## config.mk

```make
export PLATFORM = sky130hd
export DESIGN_NAME = md_unit
export DESIGN_NICKNAME = d
export VERILOG_FILES = /design/src/rtl/md_unit.sv
export SDC_FILE = /design/constraint.sdc
export NUM_CORES = 1
export LEC_CHECK = 0
export CORE_AREA = 2 2 200 202
export CTS_CLUSTER_SIZE = 24
export DETAILED_ROUTE_END_ITERATION = 8
export DIE_AREA = 0 0 202 204
export GPL_TIMING_DRIVEN = 0
export PLACE_DENSITY = 0.78
export SLEW_MARGIN = 20
export SYNTH_ARGS = -nofsm -noshare
export SYNTH_HDL_FRONTEND = slang
export SYNTH_SLANG_ARGS = --single-unit
```

## constraint.sdc

```tcl
create_clock -name clk -period 8.92 [get_ports clk]
set_clock_uncertainty 0.1 [all_clocks]
set_input_delay 1.338 -clock clk [delete_from_list [all_inputs] [get_ports clk]]
set_output_delay 1.338 -clock clk [all_outputs]
set_load 0.1 [all_outputs]
```

## src/rtl/md_unit.sv

```systemverilog
`default_nettype none
// +------------------------------------------------------------------------+
// | md_unit: iterative MULT/MULTU/DIV/DIVU engine that owns HI/LO.         |
// | Optional macro: MD_EARLY_OUT_EN (multiply stops once multiplier is 0). |
// | Revision: 1.0                                                          |
// +------------------------------------------------------------------------+
module md_unit #(
    parameter int WIDTH = 32
) (
    input  logic             clk,
    input  logic             rst,
    input  logic             start,
    input  logic [1:0]       op,
    input  logic [WIDTH-1:0] a,
    input  logic [WIDTH-1:0] b,
    input  logic             flush,
    input  logic             hilo_we,
    input  logic             hilo_sel,
    input  logic [WIDTH-1:0] wdata,
    output logic             busy,
    output logic             done,
    output logic [WIDTH-1:0] hi,
    output logic [WIDTH-1:0] lo
);
    localparam int              CW     = (WIDTH > 1) ? $clog2(WIDTH) : 1;
    localparam logic [CW-1:0]   C_LAST = CW'(WIDTH - 1);

    typedef enum logic [1:0] {
        S_IDLE = 2'd0,
        S_PREP = 2'd1,
        S_CALC = 2'd2,
        S_FIX  = 2'd3
    } state_t;

    state_t               r_state;
    logic [WIDTH-1:0]     r_a, r_b, r_y, r_hi, r_lo;
    logic [1:0]           r_op;
    logic [2*WIDTH-1:0]   r_acc, r_x;
    logic [CW-1:0]        r_cnt;
    logic                 r_neg_q, r_neg_r, r_divz, r_done;

    logic                 w_is_div, w_signed, w_neg_a, w_neg_b;
    logic [WIDTH-1:0]     w_abs_a, w_abs_b;
    logic [WIDTH:0]       w_rem_sh, w_diff;
    logic [2*WIDTH-1:0]   w_div_next, w_mul_next, w_prod;
    logic [WIDTH-1:0]     w_quo, w_rem;
    logic                 w_calc_last, w_prep_skip;

    assign w_is_div = r_op[1];
    assign w_signed = ~r_op[0];
    assign w_neg_a  = w_signed & r_a[WIDTH-1];
    assign w_neg_b  = w_signed & r_b[WIDTH-1];
    // The most negative value negates to itself, which read as unsigned is the correct magnitude.
    assign w_abs_a  = w_neg_a ? -r_a : r_a;
    assign w_abs_b  = w_neg_b ? -r_b : r_b;

    // Restoring divide: remainder in the upper half, quotient bits enter at the bottom.
    assign w_rem_sh   = {r_acc[2*WIDTH-1:WIDTH], r_acc[WIDTH-1]};
    assign w_diff     = w_rem_sh - {1'b0, r_y};
    assign w_div_next = w_diff[WIDTH] ? {w_rem_sh[WIDTH-1:0], r_acc[WIDTH-2:0], 1'b0}
                                      : {w_diff[WIDTH-1:0],   r_acc[WIDTH-2:0], 1'b1};

    // Multiply accumulates a left-shifting multiplicand so a partial product is always final.
    assign w_mul_next = r_y[0] ? (r_acc + r_x) : r_acc;

    assign w_prod = r_neg_q ? -r_acc : r_acc;
    assign w_quo  = r_neg_q ? -r_acc[WIDTH-1:0] : r_acc[WIDTH-1:0];
    assign w_rem  = r_neg_r ? -r_acc[2*WIDTH-1:WIDTH] : r_acc[2*WIDTH-1:WIDTH];

`ifdef MD_EARLY_OUT_EN
    assign w_calc_last = (r_cnt == C_LAST) || (!w_is_div && (r_y[WIDTH-1:1] == '0));
    assign w_prep_skip = !w_is_div && (w_abs_b == '0);
`else
    assign w_calc_last = (r_cnt == C_LAST);
    assign w_prep_skip = 1'b0;
`endif

    always_ff @(posedge clk) begin
        if (rst) begin
            r_state <= S_IDLE;
            r_a     <= '0;
            r_b     <= '0;
            r_y     <= '0;
            r_op    <= '0;
            r_acc   <= '0;
            r_x     <= '0;
            r_cnt   <= '0;
            r_neg_q <= 1'b0;
            r_neg_r <= 1'b0;
            r_divz  <= 1'b0;
            r_done  <= 1'b0;
            r_hi    <= '0;
            r_lo    <= '0;
        end else begin
            r_done <= 1'b0;
            case (r_state)
                S_IDLE: begin
                    if (hilo_we) begin
                        if (hilo_sel) r_hi <= wdata;
                        else          r_lo <= wdata;
                    end
                    if (start && !flush) begin
                        r_a     <= a;
                        r_b     <= b;
                        r_op    <= op;
                        r_state <= S_PREP;
                    end
                end
                S_PREP: begin
                    if (flush) begin
                        r_state <= S_IDLE;
                    end else begin
                        r_neg_q <= w_neg_a ^ w_neg_b;
                        r_neg_r <= w_neg_a;
                        r_divz  <= w_is_div && (r_b == '0);
                        r_cnt   <= '0;
                        r_y     <= w_abs_b;
                        if (w_is_div) begin
                            r_acc <= {{WIDTH{1'b0}}, w_abs_a};
                            r_x   <= '0;
                        end else begin
                            r_acc <= '0;
                            r_x   <= {{WIDTH{1'b0}}, w_abs_a};
                        end
                        if ((w_is_div && (r_b == '0)) || w_prep_skip) r_state <= S_FIX;
                        else                                          r_state <= S_CALC;
                    end
                end
                S_CALC: begin
                    if (flush) begin
                        r_state <= S_IDLE;
                    end else begin
                        if (w_is_div) begin
                            r_acc <= w_div_next;
                        end else begin
                            r_acc <= w_mul_next;
                            r_x   <= r_x << 1;
                            r_y   <= r_y >> 1;
                        end
                        r_cnt <= r_cnt + 1'b1;
                        if (w_calc_last) r_state <= S_FIX;
                    end
                end
                S_FIX: begin
                    if (r_divz) begin
                        r_hi <= r_a;
                        r_lo <= '1;
                    end else if (w_is_div) begin
                        r_hi <= w_rem;
                        r_lo <= w_quo;
                    end else begin
                        r_hi <= w_prod[2*WIDTH-1:WIDTH];
                        r_lo <= w_prod[WIDTH-1:0];
                    end
                    r_done  <= 1'b1;
                    r_state <= S_IDLE;
                end
                default: r_state <= S_IDLE;
            endcase
        end
    end

    assign busy = (r_state != S_IDLE);
    assign done = r_done;
    assign hi   = r_hi;
    assign lo   = r_lo;

endmodule
`default_nettype wire

```

# Word-level counts from Yosys, hierarchy flattened
# Cells that the tools add are included.
[word_totals]
out_inout_bits = 66
inputBits = 104
register_bits = 301
[op_classes]
muxes = 41
reduce_logical = 16
n_bitwise = 5
n_eq_ne = 13
addsub = 8
[op_table]
columns = ["op", "count"]
rows = [
  ["2-to-1 mux 64 bit", 9],
  ["2-to-1 mux 32 bit", 17],
  ["case mux 64 bit (2 select lines)", 2],
  ["case mux 32 bit (2 select lines)", 3],
  ["negator 32 bit", 4],
  ["adder 64 bit", 1],
  ["negator 64 bit", 1],
  ["subtractor 33 x 32 -> 33 bit", 1],
  ["zero test 32 bit", 1],
  ["inequality test 2 bit, second input constant", 7],
  ["2-to-1 mux 5 bit", 2],
  ["case mux 5 bit (2 select lines)", 1],
  ["AND reduction 3 bit", 3],
  ["2-to-1 mux 2 bit", 4],
  ["case mux 2 bit (4 select lines)", 1],
  ["AND reduction 4 bit", 2],
  ["inequality test 3 bit, second input constant", 2],
  ["AND reduction 2 bit", 3],
  ["nonzero test 2 bit", 3],
  ["adder 5 x 1 -> 5 bit, second input constant", 1],
  ["== test 5 bit, second input constant", 1],
  ["== test 2 bit, second input constant", 2],
  ["bitwise AND 1 bit", 2],
  ["== test 2 x 1 -> 1 bit, second input constant", 1],
  ["6 further kinds", 9],
]

# Logic depth before layout (Yosys ltp)
[logic_depth]
word_depth = 6
mapped_depth = 15

# Worst setup path after synthesis
# Ideal clock, no wire load.
[synth_path]
path_type = "reg2reg"
from = "register r_acc[33]"
to = "register r_acc[59]"
stages_incl_launch_ff = 13
n_path_buf = 0
setup_time_ns = 0.081
path_slack_ns = 5.551
arrival_ns = 3.189
cell_sequence = "dfxtp_1 ha_1 nor2b_1 o31ai_2 nand3_1 a311oi_2 o2111ai_1 a31oi_1 mux2i_1 nand2_4 mux2i_1 or4_1 a41oi_1"
[synth_between]
elab_chain_cells = 5
elab_cells_between_ends = 7
[synth_lines]
columns = ["element", "line_no", "source"]
rows = [
  ["from (decl)", "38", "logic [2*WIDTH-1:0] r_acc, r_x;"],
  ["from (signal assigned)", "119", "r_acc <= {{WIDTH{1'b0}}, w_abs_a};"],
  ["from (signal assigned)", "134", "r_acc <= w_div_next;"],
  ["from (signal assigned)", "136", "r_acc <= w_mul_next;"],
  ["adder 64 bit / subtractor 33 x 32 -> 33 bit (equally long branches)", "64, 59", ""],
  ["2-to-1 mux 64 bit, on equally long branches", "64, 60", ""],
  ["2-to-1 mux 64 bit *", "133", "if (w_is_div) begin"],
  ["2-to-1 mux 64 bit *", "130", "if (flush) begin"],
  ["case mux 64 bit (2 select lines) *", "96", "case (r_state)"],
]
# Mark *: on every way between the ends. The rest lies on a longest branch, timed or not. The select of a mux whose other input is x is not followed.
# A chain may end at the register's enable or synchronous reset.

# Worst setup path after layout
[layout_path]
from = "register r_x[0]"
to = "register r_acc[62]"
[layout_between]
elab_chain_cells = 5
[layout_lines]
columns = ["element", "line_no", "source"]
rows = [
  ["from (decl)", "38", ""],
  ["from (signal assigned)", "123", "r_x <= {{WIDTH{1'b0}}, w_abs_a};"],
  ["from (signal assigned)", "137", "r_x <= r_x << 1;"],
  ["adder 64 bit", "64", "assign w_mul_next = r_y[0] ? (r_acc + r_x) : r_acc;"],
  ["2-to-1 mux 64 bit", "64", ""],
  ["2-to-1 mux 64 bit", "133", ""],
  ["2-to-1 mux 64 bit", "130", ""],
  ["case mux 64 bit (2 select lines)", "96", ""],
]
# No other way between the ends. The select of a mux whose other input is x is not followed.

==> key figures <==
Floorplan
  – Die Y: 204 um
  – Core area: 39180 sq um
  – I/O Pins: 170
  – Die Width: 202 um
  – Starting Density: 54.21%
  – Die ar.: 41210 sq um
  – Num rows: 73

Pwr
  – Switching pwr: 1384 uW
  – P_leak: 0.009354 uW
  – Switching Share: 33.98%
  – Internal: 2689 uW
  – Max rail drop VDD: 152.2 uV
  – Clock power share: 38.4%
  – Power Density: 163.9 nW/um^2
  – Combinational Power Share: 25.2%
  – Sequential Power Share: 36.4%

CTS
  – CTS tree: yes
  – Worst-Skew Late Latency: 0.57 ns
  – CTS Buffer Depth: 3
  – CTS Sinks: 301
  – CTS root buf: clkbuf_16
  – Clk slew on worst S/H paths: 0.06 ns
  – Postcts setup bufs: 0
  – Num CTS Buffers: 37
  – H-tree levels: 2
  – CTS Hold Bufs: 0
  – Post-CTS sizing: 0

Critical path
  – Most common cell type on the critical path: o21ai_1
  – WP depth: 13
  – Slowest cell on crit path: nor3_1
  – Worst-path maximum fanout: 4
  – Delay-heaviest family, CP: compound AO/OA/AOI/OAI gates
  – Worst Path Buf+Inv: 0
  – Worst path max stage delay: 0.54 ns
  – CP Capture Type: register
  – CP startpoint kind: register
  – Required @ worst endpoint: 9.26 ns
  – CP Data Arrival Time: 4.83 ns
  – Cell Chain, Critical Path: ha_1, fa_1, a211oi_1, o21a_1, o21ai_1, o21ai_1, a2111oi_0, nor3_1, o21ai_1, a21oi_1, o21ai_0, xor2_1, a221o_1
  – Worst Setup Path Type: reg -> reg
  – Reg2Reg Setup Slack: 4.43 ns
  – R2R cell count: 13

Synth
  – Post-synth cell types: 88
  – Syn Area/Cell: 7.488 sq um
  – Gate Count Post-Synth: 2837
  – Post-synth top area share: 28.37%
  – Post-synth EDFFs: 0
  – Post-Syn Area: 21240 sq um
  – Yosys top cell by area: dfxtp_1
  – Yosys reg bits: 301
  – Warnings from Yosys: 0
  – Top post-synthesis cells by area: dfxtp_1 28%, a21oi_1 6.7%, ha_1 5.9%
  – Sequential fraction of the synthesis area: 28.37%
  – Synth Net Count: 3044
  – Post-synth ARST share: 0%
  – Top_reg_cell synth: dfxtp_1

Drt
  – Total Wirelength: 86550 um
  – Initial DRC Count: 2215
  – Via count: 23350
  – Final antenna-violating net count: 0
  – DRC viols: 0
  – DR vias/cell: 6.490
  – Router iterations before antenna repair: 6
  – Routed len/inst: 24.06 um

STA
  – Max-slew headroom: 26.92%
  – Final hold vios: 0
  – RSZ-0062 raised after global routing: false
  – Achievable Freq: 222.8 MHz
  – Fin. max-slew vios: 0
  – Worst-margin pin slew: 1.086 ns
  – Min Tclk post-route: 4.488 ns
  – Setup TNS: 0 ns
  – Final period utilization: 50.31%
  – Final Setup Violations: 0

Finish
  – Commonest non-fill, non-tap cells in the layout: 328 x nand2_1, 309 x nor2_1, 301 x dfxtp_1, 284 x a21oi_1, 183 x clkbuf_1
  – Synthesis-to-finish area growth: 16.96%
  – Footprint of the multi-input gates: 14100 sq um
  – Fillers: 3532
  – Commonest non-fill, non-tap cell in the layout: nand2_1
  – Antenna diodes: 0
  – FF/Latch Area: 6026 sq um
  – Final nets: 3252
  – Final core area utilization: 63.41%
  – Fraction of layout cells with a size suffix above 1: 3.645%

Global routing
  – Largest net degree at the start of global routing: 14
  – Number of global-route vias before repair: 21950
  – Gr ovfl total: 0
  – Initial antenna violation count: 0
  – All-layer global routing usage: 40.86%
  – Wire length of the first global-routing pass: 129400 um

Placement
  – Post-DP HPWL: 67830 um
  – GP Congestion: 1.025
  – Port bufs: 168

Worst hold path
  – HP Class: reg -> reg
  – Hold Crit Depth: 2

Job
  – Max-cap violations: 0

Run status
  – Outcome: finished, final reports clean
Yosys cell counts (6+ instances only):
master	number
clkbuf_1	174
o31ai_1	18
and2_1	11
a221o_1	8
mux2i_1	58
nor2b_1	21
o221ai_1	35
a31oi_1	25
ha_1	101
a311oi_1	11
dfxtp_1	301
o21ai_1	9
nand4_1	34
o21a_1	12
or2_2	8
nor4_1	19
a211oi_1	112
nand2_1	328
nor3_1	116
nand2b_1	27
buf_1	16
nor3b_1	8
nand3_1	36
o21ai_0	142
or3_1	18
o41ai_1	14
xor2_1	66
nor2_1	309
xnor2_1	136
a21o_1	44
a221oi_1	30
o21bai_1	23
inv_1	74
a21oi_1	285
o211ai_1	13
or4_1	11
and3_1	12
buf_2	8
a22oi_1	54
o22ai_1	12
o311ai_0	7
o2111ai_1	6
worst min-delay path: stages, from the launching register on:
cell     delay (ns)
dfxtp_1        0.31
nand2_1        0.05
a21oi_1        0.05
area by class of cell:
class                           instances  share of cell area [%]
Buffer                                209                   3.419
Tap cell                              525                   2.644
Timing Repair Buffer                  169                   6.789
Multi-Input combinational cell       2253                   56.76
Clock inverter                         11                  0.5892
Clock buffer                           56                   4.427
Sequential cell                       301                   24.25
Inverter                               74                   1.118
routing by layer:
| layer | share of wire, % | global-route usage (%) |
|---|---|---|
| met5 | 0 | 0.2381 |
| met1 | 39 | 48.88 |
| met4 | 7.3 | 26.21 |
| met2 | 46 | 68.20 |
| met3 | 7.9 | 6.856 |
through the flow:
step                      instance area, sq um  cells  total power (uW)  worst slack [ns]  hold slack [ns]
after floorplan                          21240   2837              2169             5.551           0.3503
after global placement                   23580   3530              2485             4.245           0.3387
after detailed placement                 23600   3531              2503             4.341           0.3459
after CTS                                24840   3598              4045             4.532           0.3550
after global routing                     24850   3598              4188             4.165           0.3695
final                                    24850   3598              4073             4.432           0.3545
cell families (layout without fill, tap and decap cells):
group | after synthesis | after routing | synth area share, %
muxes | 59 | 59 | 2.786
DFF | 301 | 301 | 28.37
adders and majority gates | 103 | 103 | 6.137
buffers and inverters | 283 | 519 | 5.295
AOI/OAI and AO/OA | 901 | 901 | 27.77
and+or+nand+nor | 988 | 988 | 21.32
xor gates and xnor gates | 202 | 202 | 8.328
power groups by stage:
stage	Clock, uW	Combinational [uW]	Sequential [uW]
final	1570	1030	1480
after global routing	1620	1080	1490
after CTS	1570	1000	1480
after detailed placement	0	996	1510
after global placement	0	980	1510
after floorplan	0	568	1600
worst paths after layout:
path / endpoint / startpoint
hold reg to reg: lo[16]$_SDFFE_PP0P_ / lo[16]$_SDFFE_PP0P_
setup / recovery: r_acc[62]$_SDFFE_PP0P_ / r_x[0]$_SDFFE_PP0P_
setup reg to reg: r_acc[62]$_SDFFE_PP0P_ / r_x[0]$_SDFFE_PP0P_
hold / removal: lo[16]$_SDFFE_PP0P_ / lo[16]$_SDFFE_PP0P_
sequential cells by signal, indices dropped and copies added (netlist names), 5 cells and up:
register  flops
hi           32
lo           32
r_a          32
r_acc        64
r_b          32
r_cnt         5
r_x          64
r_y          32
No activity file was read; power rests on OpenSTA's default activity.
